==> config.mk <==
export PLATFORM = sky130hd
export DESIGN_NAME = mul_scheduler
export DESIGN_NICKNAME = d
export VERILOG_FILES = /design/src/rtl/mul_scheduler.sv
export SDC_FILE = /design/constraint.sdc
export NUM_CORES = 1
export LEC_CHECK = 0
export BUFFER_PORTS_ARGS = -buffer_cell sky130_fd_sc_hd__buf_2
export CORE_ASPECT_RATIO = 0.75
export CORE_UTILIZATION = 33
export CTS_CLUSTER_DIAMETER = 50
export DETAILED_ROUTE_END_ITERATION = 10
export SLEW_MARGIN = 40
export SYNTH_ARGS = -nofsm -noshare
export SYNTH_HDL_FRONTEND = slang
export SYNTH_SLANG_ARGS = --single-unit
==> constraint.sdc <==
create_clock -name clk -period 6.95 [get_ports clk]
set_input_delay 1.7375 -clock clk [delete_from_list [all_inputs] [get_ports clk]]
set_output_delay 1.7375 -clock clk [all_outputs]
set_load 0.05 [all_outputs]
==> src/rtl/mul_scheduler.sv <==
// Round-robin scheduler sharing one multiplier among REQ requesters.
// One operation in flight; registered response with backpressure.
module mul_scheduler #(
    parameter  int BUS = 4,
    parameter  int REQ = 4,
    localparam int IDW = $clog2(REQ)
) (
    input  logic                 clk,
    input  logic                 rst_n,
    input  logic [REQ-1:0]       req_valid_i,
    input  logic [REQ*BUS-1:0]   req_a_i,
    input  logic [REQ*BUS-1:0]   req_b_i,
    output logic [REQ-1:0]       req_ready_o,
    output logic                 rsp_valid_o,
    input  logic                 rsp_ready_i,
    output logic [IDW-1:0]       rsp_id_o,
    output logic [BUS-1:0]       rsp_result_o,
    output logic                 rsp_overflow_o,
    output logic                 rsp_zero_o,
    output logic                 rsp_negative_o,
    output logic                 rsp_carry_out_o
);

    localparam int SW = IDW + 1;

    typedef enum logic [1:0] {
        IDLE,
        EXEC,
        DONE
    } state_e;

    state_e           state_q, state_d;
    logic [IDW-1:0]   ptr_q, ptr_d;
    logic [BUS-1:0]   a_q, a_d;
    logic [BUS-1:0]   b_q, b_d;
    logic [IDW-1:0]   id_q, id_d;
    logic             rvalid_q, rvalid_d;
    logic [IDW-1:0]   rid_q, rid_d;
    logic [BUS-1:0]   res_q, res_d;
    logic             ovf_q, ovf_d;
    logic             zero_q, zero_d;
    logic             neg_q, neg_d;
    logic             cy_q, cy_d;

    logic             found;
    logic [IDW-1:0]   win;
    logic [SW-1:0]    s;
    logic             can_accept;
    logic             grant;
    logic [BUS-1:0]   op_a;
    logic [BUS-1:0]   op_b;
    logic [2*BUS-1:0] prod;

    // Search ptr, ptr+1, ... wrapping modulo REQ; first valid wins.
    always_comb begin
        found = 1'b0;
        win   = '0;
        s     = '0;
        for (int i = 0; i < REQ; i++) begin
            s = {1'b0, ptr_q} + SW'(i);
            if (s >= SW'(REQ)) begin
                s = s - SW'(REQ);
            end
            if (!found && req_valid_i[s[IDW-1:0]]) begin
                found = 1'b1;
                win   = s[IDW-1:0];
            end
        end
    end

    assign can_accept = (state_q == IDLE) ||
                        ((state_q == DONE) && rsp_ready_i);
    // Gated by rst_n so no grant escapes while reset is held.
    assign grant       = can_accept && found && rst_n;
    assign req_ready_o = grant ? (REQ'(1) << win) : '0;

    assign op_a = req_a_i[int'(win)*BUS +: BUS];
    assign op_b = req_b_i[int'(win)*BUS +: BUS];
    assign prod = {{BUS{1'b0}}, a_q} * {{BUS{1'b0}}, b_q};

    always_comb begin
        state_d  = state_q;
        ptr_d    = ptr_q;
        a_d      = a_q;
        b_d      = b_q;
        id_d     = id_q;
        rvalid_d = rvalid_q;
        rid_d    = rid_q;
        res_d    = res_q;
        ovf_d    = ovf_q;
        zero_d   = zero_q;
        neg_d    = neg_q;
        cy_d     = cy_q;
        if (grant) begin
            a_d   = op_a;
            b_d   = op_b;
            id_d  = win;
            ptr_d = (win == IDW'(REQ-1)) ? '0 : win + 1'b1;
        end
        unique case (state_q)
            IDLE: begin
                if (grant) begin
                    state_d = EXEC;
                end
            end
            EXEC: begin
                state_d  = DONE;
                rvalid_d = 1'b1;
                rid_d    = id_q;
                res_d    = prod[BUS-1:0];
                ovf_d    = (a_q != '0) && (prod[2*BUS-1:BUS] != '0);
                zero_d   = (a_q == '0) || (b_q == '0);
                neg_d    = prod[BUS-1];
                cy_d     = prod[BUS];
            end
            DONE: begin
                if (rsp_ready_i) begin
                    rvalid_d = 1'b0;
                    state_d  = grant ? EXEC : IDLE;
                end
            end
            default: state_d = IDLE;
        endcase
    end

    always_ff @(posedge clk or negedge rst_n) begin
        if (!rst_n) begin
            state_q  <= IDLE;
            ptr_q    <= '0;
            a_q      <= '0;
            b_q      <= '0;
            id_q     <= '0;
            rvalid_q <= 1'b0;
            rid_q    <= '0;
            res_q    <= '0;
            ovf_q    <= 1'b0;
            zero_q   <= 1'b0;
            neg_q    <= 1'b0;
            cy_q     <= 1'b0;
        end else begin
            state_q  <= state_d;
            ptr_q    <= ptr_d;
            a_q      <= a_d;
            b_q      <= b_d;
            id_q     <= id_d;
            rvalid_q <= rvalid_d;
            rid_q    <= rid_d;
            res_q    <= res_d;
            ovf_q    <= ovf_d;
            zero_q   <= zero_d;
            neg_q    <= neg_d;
            cy_q     <= cy_d;
        end
    end

    assign rsp_valid_o     = rvalid_q;
    assign rsp_id_o        = rid_q;
    assign rsp_result_o    = res_q;
    assign rsp_overflow_o  = ovf_q;
    assign rsp_zero_o      = zero_q;
    assign rsp_negative_o  = neg_q;
    assign rsp_carry_out_o = cy_q;

endmodule

==> results of run 1 <==
[flip-flops by register name, summed over array words and instances, names as in the netlist]
name,cells
rsp_result_o,4
state_q,2
a_q,4
rsp_id_o,2
rsp_overflow_o,1
id_q,2
rsp_valid_o,1
rsp_zero_o,1
b_q,4
rsp_carry_out_o,1
ptr_q,2
[worst min-delay path: cells and delay by family (launching register included)]
family	cells	cell delay, ns
flip-flops	1	0.34
AND/OR/NAND/NOR	2	0.10
[power by group]
part	internal, uW	leakage [uW]	switching [uW]
Clock	50.4	0.0000288	41.1
Combinational	183	0.000852	325
Sequential	201	0.000300	60.1
Total	434	0.00118	426
[cells by family (layout without fill, tap and decap cells)]
family / count (synthesis) / count (layout) / share of synthesized area
buffers and inverters: 19 / 71 / 0.0600
AO/OA/AOI/OAI: 31 / 31 / 0.135
adder cells (fa/ha/maj): 20 / 20 / 0.160
AND/OR/NAND/NOR: 69 / 69 / 0.195
multiplexers: 17 / 17 / 0.0971
XOR/XNOR: 2 / 2 / 0.0100
flip-flops: 24 / 24 / 0.343
[per-layer routing]
| metal | track usage | wire length, um | vias up |
|---|---|---|---|
| met1 | 0.203 | 1990 | 660 |
| met4 | 0.00625 | 0 | 0 |
| met5 | 0 | 0 | - |
| met2 | 0.215 | 1470 | 34 |
| met3 | 0.0339 | 146 | 0 |
| li1 | - | - | 735 |
[stage by stage]
step	util	worst slack, ns
detailed placement	0.413	1.83
floorplan	-	2.16
global placement	0.413	1.87
CTS	0.424	1.82
global route	0.424	1.66
finish	0.424	1.89
[cell type report]
type                            instances  area (sq um)  share of cell area
Multi-Input combinational cell        139          1050               0.496
Sequential cell                        24           601               0.283
Timing Repair Buffer                   54           273               0.128
Tap cell                               72          90.1              0.0424
Clock buffer                            4          55.1              0.0259
Inverter                               13          51.3              0.0241
[how the worst max path moves through the flow]
stage | start | endpoint | slack [ns]
floorplan | req_valid_i[0] | req_ready_o[3] | 2.16
global placement | rst_n | req_ready_o[2] | 1.87
detailed placement | rst_n | req_ready_o[1] | 1.83
CTS | rst_n | req_ready_o[1] | 1.82
global route | rst_n | req_ready_o[0] | 1.66
finish | rst_n | req_ready_o[1] | 1.89
[cell usage in the layout (no fill, tap or decap), types with 2 or more instances in the layout]
master / count
nor2b_1: 3
o21ai_0: 6
fa_1: 4
o221ai_2: 2
nand2_1: 42
nand2b_1: 2
xor2_1: 2
o221ai_1: 7
dfrtp_1: 24
and2_1: 12
ha_1: 16
buf_2: 53
a21oi_1: 5
inv_1: 12
mux2i_1: 17
clkbuf_8: 4
==> metrics.md, run 1 <==
| Metric | Value |
|---|---|
| Result of the run | completed |
| Final-report setup violation count | 0 |
| Grt total ovfl | 0 |
| DR pass1 iterations | 4 |
| Initial antenna violation count | 0 |
| Crit Path Class | in -> out |
| Filler Cells Inserted | 538 |
| Syn_nets | 241 |
| Clock Tree Buf Depth | 2 |
| Clock Sink Count | 24 |
| Vias in the first global route | ~1400 |
| Clock Root Buffer | clkbuf_8 |
| F_max | between 150 and 200 MHz |
| Global-route wire length before repair | 6.13 mm |
| Detailed-route via count | 1429 |
| Cts hold-fix bufs | 0 |
| Seq/Total Area, Yosys | 0.343 |
| Worst Path Max Fanout | 25 |
| Critical Path RT | between 5 and 6 ns |
| HP Start | rsp_carry_out_o |
| Slew headroom | 0.563 |
| FF-to-FF End | rsp_overflow_o |
| Top cells by area, synth | dfrtp_1 (34%), ha_1 (11%), mux2i_1 (9.7%) |
| Die Y | between 60 and 70 um |
| Post-CTS Setup Repair Bufs | 0 |
| Crit path max-delay family | buffers and inverters |
| Gr usage total | 0.138 |
| Yosys top cell area share | 0.343 |
| Synthesized area | 1750 sq um |
| Mean Syn Cell Area | between 9 and 10 sq um |
| Top-Level Pins | 54 |
| Worst slew pin tran | 0.655 ns |
| Setup TNS | 0 ns |
| CP Depth | 5 |
| Row count | 22 |
| Nets | between 200 and 300 |
| CP most frequent cell | buf_2 |
| Ys async rst share | 1.00 |
| Worst hold path type | reg -> reg |
| # DRC | 0 |
| Fin cells | 306 |
| Layout area overhead | 21.3% |
| Final-report hold violation count | 0 |
| Worst Path Buf+Inv | 3 |
| Cell variety after synth | 40 |
| Max stage delay cell, worst path | nand4b_2 |
| Layout cells sized above 1 | 0.282 |
| I/O Buffers | 53 |
| Power per Cell Area | approximately 400 nW/um^2 |
| Post-synth EDFFs | 0 |
| DR WL/cell | 11.8 um |
| Total length of routed wires | 3.61 mm |
| Reg2reg start | a_q[0] |
| TritonCTS Buffers | 3 |
| Post-route ant nets | 0 |
| Synth top cells by count | nand2_1 (42), dfrtp_1 (24), mux2i_1 (17) |
| Drt via density | 4.67 |
| Element type at the critical path end | primary output |
| Resized cells post-CTS | 0 |
| Most common cell in the netlist | nand2_1 |
| Final Max Tran Viols | 0 |
| Max incr delay on CP | 0.49 ns |
| R2R depth | 10 |
| Placed cells | 302 |
| 1st-iter DRT viols | 49 |
| Insertion delay of the later-clocked pin in the worst-skew pair | approximately 0.26 ns |
| Largest net degree at the start of global routing | 26 |
| Hold WS | 0.470 ns |
| Lkg Pwr | approximately 0.0012 uW |
| Core Box Area | 5010 sq um |
| WHS Endpoint | rsp_carry_out_o |
| Die area | 5610 sq um |
| R2r setup slk | 4.02 ns |
| Syn Inst Count | 182 |
| Post-DP HPWL | 2.88 mm |
| Hold Crit Depth | 2 |
| Dominant synthesized flop cell | dfrtp_1 |
| Initial core utilization | 0.350 |
| Skew final | 0.00200 ns |
| Arr. time, crit path | 3.32 ns |
| Maxcap violations | 0 |
| Tcrit/Tclk final | 0.728 |
| CTS tree | done |
| YS warnings | 0 |
| Placed Area | around 2100 sq um |
| Overall power | 861 uW |
| # diodes | 0 |
| Maximum vdd drop | 0.126 mV |
| Worst-path cell chain | buf_2 > nand4b_2 > inv_4 > and2_1 > buf_2 |
| CTS H-tree depth | 1 |
| RSZ-0062 raised after global routing | no |
| Min cycle time layout | 5.06 ns |
| Flops & latches, synth | 24 |
| Leading area contributor after synthesis | dfrtp_1 |
| Startpoint Class | primary input |
| Die X | 86.1 um |
| Final instance area | approximately 2100 sq um |
| GPL Wtd Cong | ~0.74 |
| Reg clk slew, reported paths | roughly 0.080 ns |
Note: power is estimated with default switching activity, not from simulation.
==> run 2, diff against run 1 <==
Clock period 6.95 ns to 4.7 ns, I/O delays scaled along.
==> run 2 against run 1 <==
Via count increased by 0.42%. Clock power increased by 27%. First-iteration DRC count increased by 10%. Critical path type unchanged. Largest cell class unchanged.
==> metrics.md, run 2 (synthesis results as in run 1) <==
| Metric | Value |
|---|---|
| Result of the run | completed (unchanged) |
| DR pass1 iterations | 4 (unchanged) |
| Final instance area | 2120 sq um (about the same) |
| Startpoint Class | primary input (unchanged) |
| Clock Sink Count | 24 (unchanged) |
| CTS H-tree depth | 1 (unchanged) |
| Arr. time, crit path | 2.75 ns (was 3.32 ns) |
| Overall power | 1250 uW (was 861 uW) |
| Layout area overhead | 20.9% (was 21.3%) |
| Element type at the critical path end | primary output (unchanged) |
| Worst hold path type | reg -> reg (unchanged) |
| Vias in the first global route | 1415 (was 1381) |
| Clock Tree Buf Depth | 2 (unchanged) |
| 1st-iter DRT viols | 54 (was 49) |
| Detailed-route via count | 1435 (was 1429) |
| Largest net degree at the start of global routing | 25 (was 26) |
| Grt total ovfl | 0 (unchanged) |
| Maxcap violations | 0 (unchanged) |
| Post-route ant nets | 0 (unchanged) |
| Slew headroom | 0.541 (was 0.563) |
| Setup TNS | 0 ns (unchanged) |
| Hold Crit Depth | 2 (unchanged) |
| Placed Area | 2080 sq um (was 2070 sq um) |
| Reg clk slew, reported paths | 0.08 ns (about the same) |
| F_max | 255 MHz |
| R2R depth | 10 (unchanged) |
| Most common cell after layout, fill and taps aside | buf_2 (unchanged) |
| FF-to-FF End | rsp_overflow_o (unchanged) |
| I/O Buffers | 53 (unchanged) |
| Resized cells post-CTS | 0 (unchanged) |
| Crit Path Class | in -> out (unchanged) |
| Top-Level Pins | 54 (unchanged) |
| Setup crit start | req_valid_i[2] (was rst_n) |
| # DRC | 0 (unchanged) |
| Gr usage total | 0.148 (was 0.138) |
| GRT met2 Usage | 0.225 (was 0.215) |
| Global-route wire length before repair | 6.48 mm (was 6.13 mm) |
| Die X | 86.1 um (unchanged) |
| Worst slew pin tran | 0.687 ns (was 0.655 ns) |
| Final-report hold violation count | 0 (unchanged) |
| Drt via density | 4.69 (was 4.67) |
| Cts hold-fix bufs | 0 (unchanged) |
| Post-CTS Setup Repair Bufs | 0 (unchanged) |
| Worst setup path endpoint | req_ready_o[3] (was req_ready_o[1]) |
| Lkg Pwr | 0.00118 uW (about the same) |
| Die Y | 65.1 um (unchanged) |
| GPL Wtd Cong | 0.810 (was 0.742) |
| Worst Path Max Fanout | 4 (was 25) |
| # diodes | 0 (unchanged) |
| Power per Cell Area | 592 nW/um^2 (was 405 nW/um^2) |
| RSZ-0062 raised after global routing | no (unchanged) |
| Most frequent cells in the layout | buf_2 (53), nand2_1 (42), dfrtp_1 (24) (unchanged) |
| Final-report setup violation count | 0 (unchanged) |
| GR Layer Usage met1 | 0.208 (was 0.203) |
| Tcrit/Tclk final | 0.835 |
| Post-DP HPWL | 3.08 mm (was 2.88 mm) |
| Row count | 22 (unchanged) |
| Initial antenna violation count | 0 (unchanged) |
| GR peak layer | met2 (unchanged) |
| Insertion delay of the later-clocked pin in the worst-skew pair | 0.26 ns (about the same) |
| CTS tree | done (unchanged) |
| Skew final | 0.00227 ns (was 0.00200 ns) |
| Layout cells sized above 1 | 0.282 (unchanged) |
| R2r setup slk | 1.80 ns (was 4.02 ns) |
| Total length of routed wires | 3.80 mm (was 3.61 mm) |
| DR WL/cell | 12.4 um (was 11.8 um) |
| GR Layer Usage met3 | 0.0452 (was 0.0339) |
| Reg2reg start | a_q[0] (unchanged) |
| Die area | 5610 sq um (unchanged) |
| Initial core utilization | 0.350 (unchanged) |
| TritonCTS Buffers | 3 (unchanged) |
| Critical Path RT | 3.52 ns (was 5.21 ns) |
| Nets | 295 (was 294) |
| Min cycle time layout | 3.92 ns |
| Clock Root Buffer | clkbuf_8 (unchanged) |
| Maximum vdd drop | 0.178 mV (was 0.126 mV) |
| Core Box Area | 5010 sq um (unchanged) |
| Final Max Tran Viols | 0 (unchanged) |
-- run 2: changes by cell type in the layout (fill, tap and decap cells not counted) --
cell      change
clkbuf_8      -1
buf_4         +1
-- run 2: through the flow --
stage	instances	hold slack, ns	setup slack (ns)	util
2_1_floorplan	182	0.439	1.04	-
3_3_place_gp	303	0.449	0.890	0.415
3_5_place_dp	303	0.451	0.797	0.415
4_1_cts	306	0.470	0.788	0.423
5_1_grt	306	0.506	0.717	0.423
6_report	306	0.465	0.775	0.423
-- run 2: worst min path at each step --
| stage | startpoint | to | slack [ns] |
|---|---|---|---|
| 2_1_floorplan | id_q[0] | rsp_id_o[0] | 0.44 |
| 5_1_grt | rsp_result_o[1] | rsp_result_o[1] | 0.51 |
| 3_5_place_dp | rsp_result_o[0] | rsp_result_o[0] | 0.45 |
| 4_1_cts | rsp_result_o[0] | rsp_result_o[0] | 0.47 |
| 6_report | rsp_result_o[0] | rsp_result_o[0] | 0.47 |
| 3_3_place_gp | rsp_result_o[0] | rsp_result_o[0] | 0.45 |
-- run 2: area by class of cell --
class                           instances  area (sq um)
Sequential cell                        24           601
Multi-Input combinational cell        139          1050
Clock buffer                            3          41.3
Inverter                               13          51.3
Timing Repair Buffer                   55           280
Tap cell                               72          90.1
Fill cell                             521          2890
-- run 2: per-layer routing --
metal  up-vias  routed length [um]
met5         -                   0
met4         0                  19
met3         2                 233
met2        38                1580
met1       664                1960
li1        731                   -
-- run 2: worst max-delay path, stage by stage --
cell and delay, ns:
buf_2 0.09, nor2b_2 0.19, a21oi_1 0.06, o221ai_1 0.39, inv_1 0.22, ha_1 0.28, and2_1 0.14, buf_2 0.20
-- run 2: power breakdown --
| group | switching (uW) | internal, uW |
|---|---|---|
| Combinational | 479 | 271 |
| Clock | 58.4 | 57.2 |
| Sequential | 92.4 | 297 |
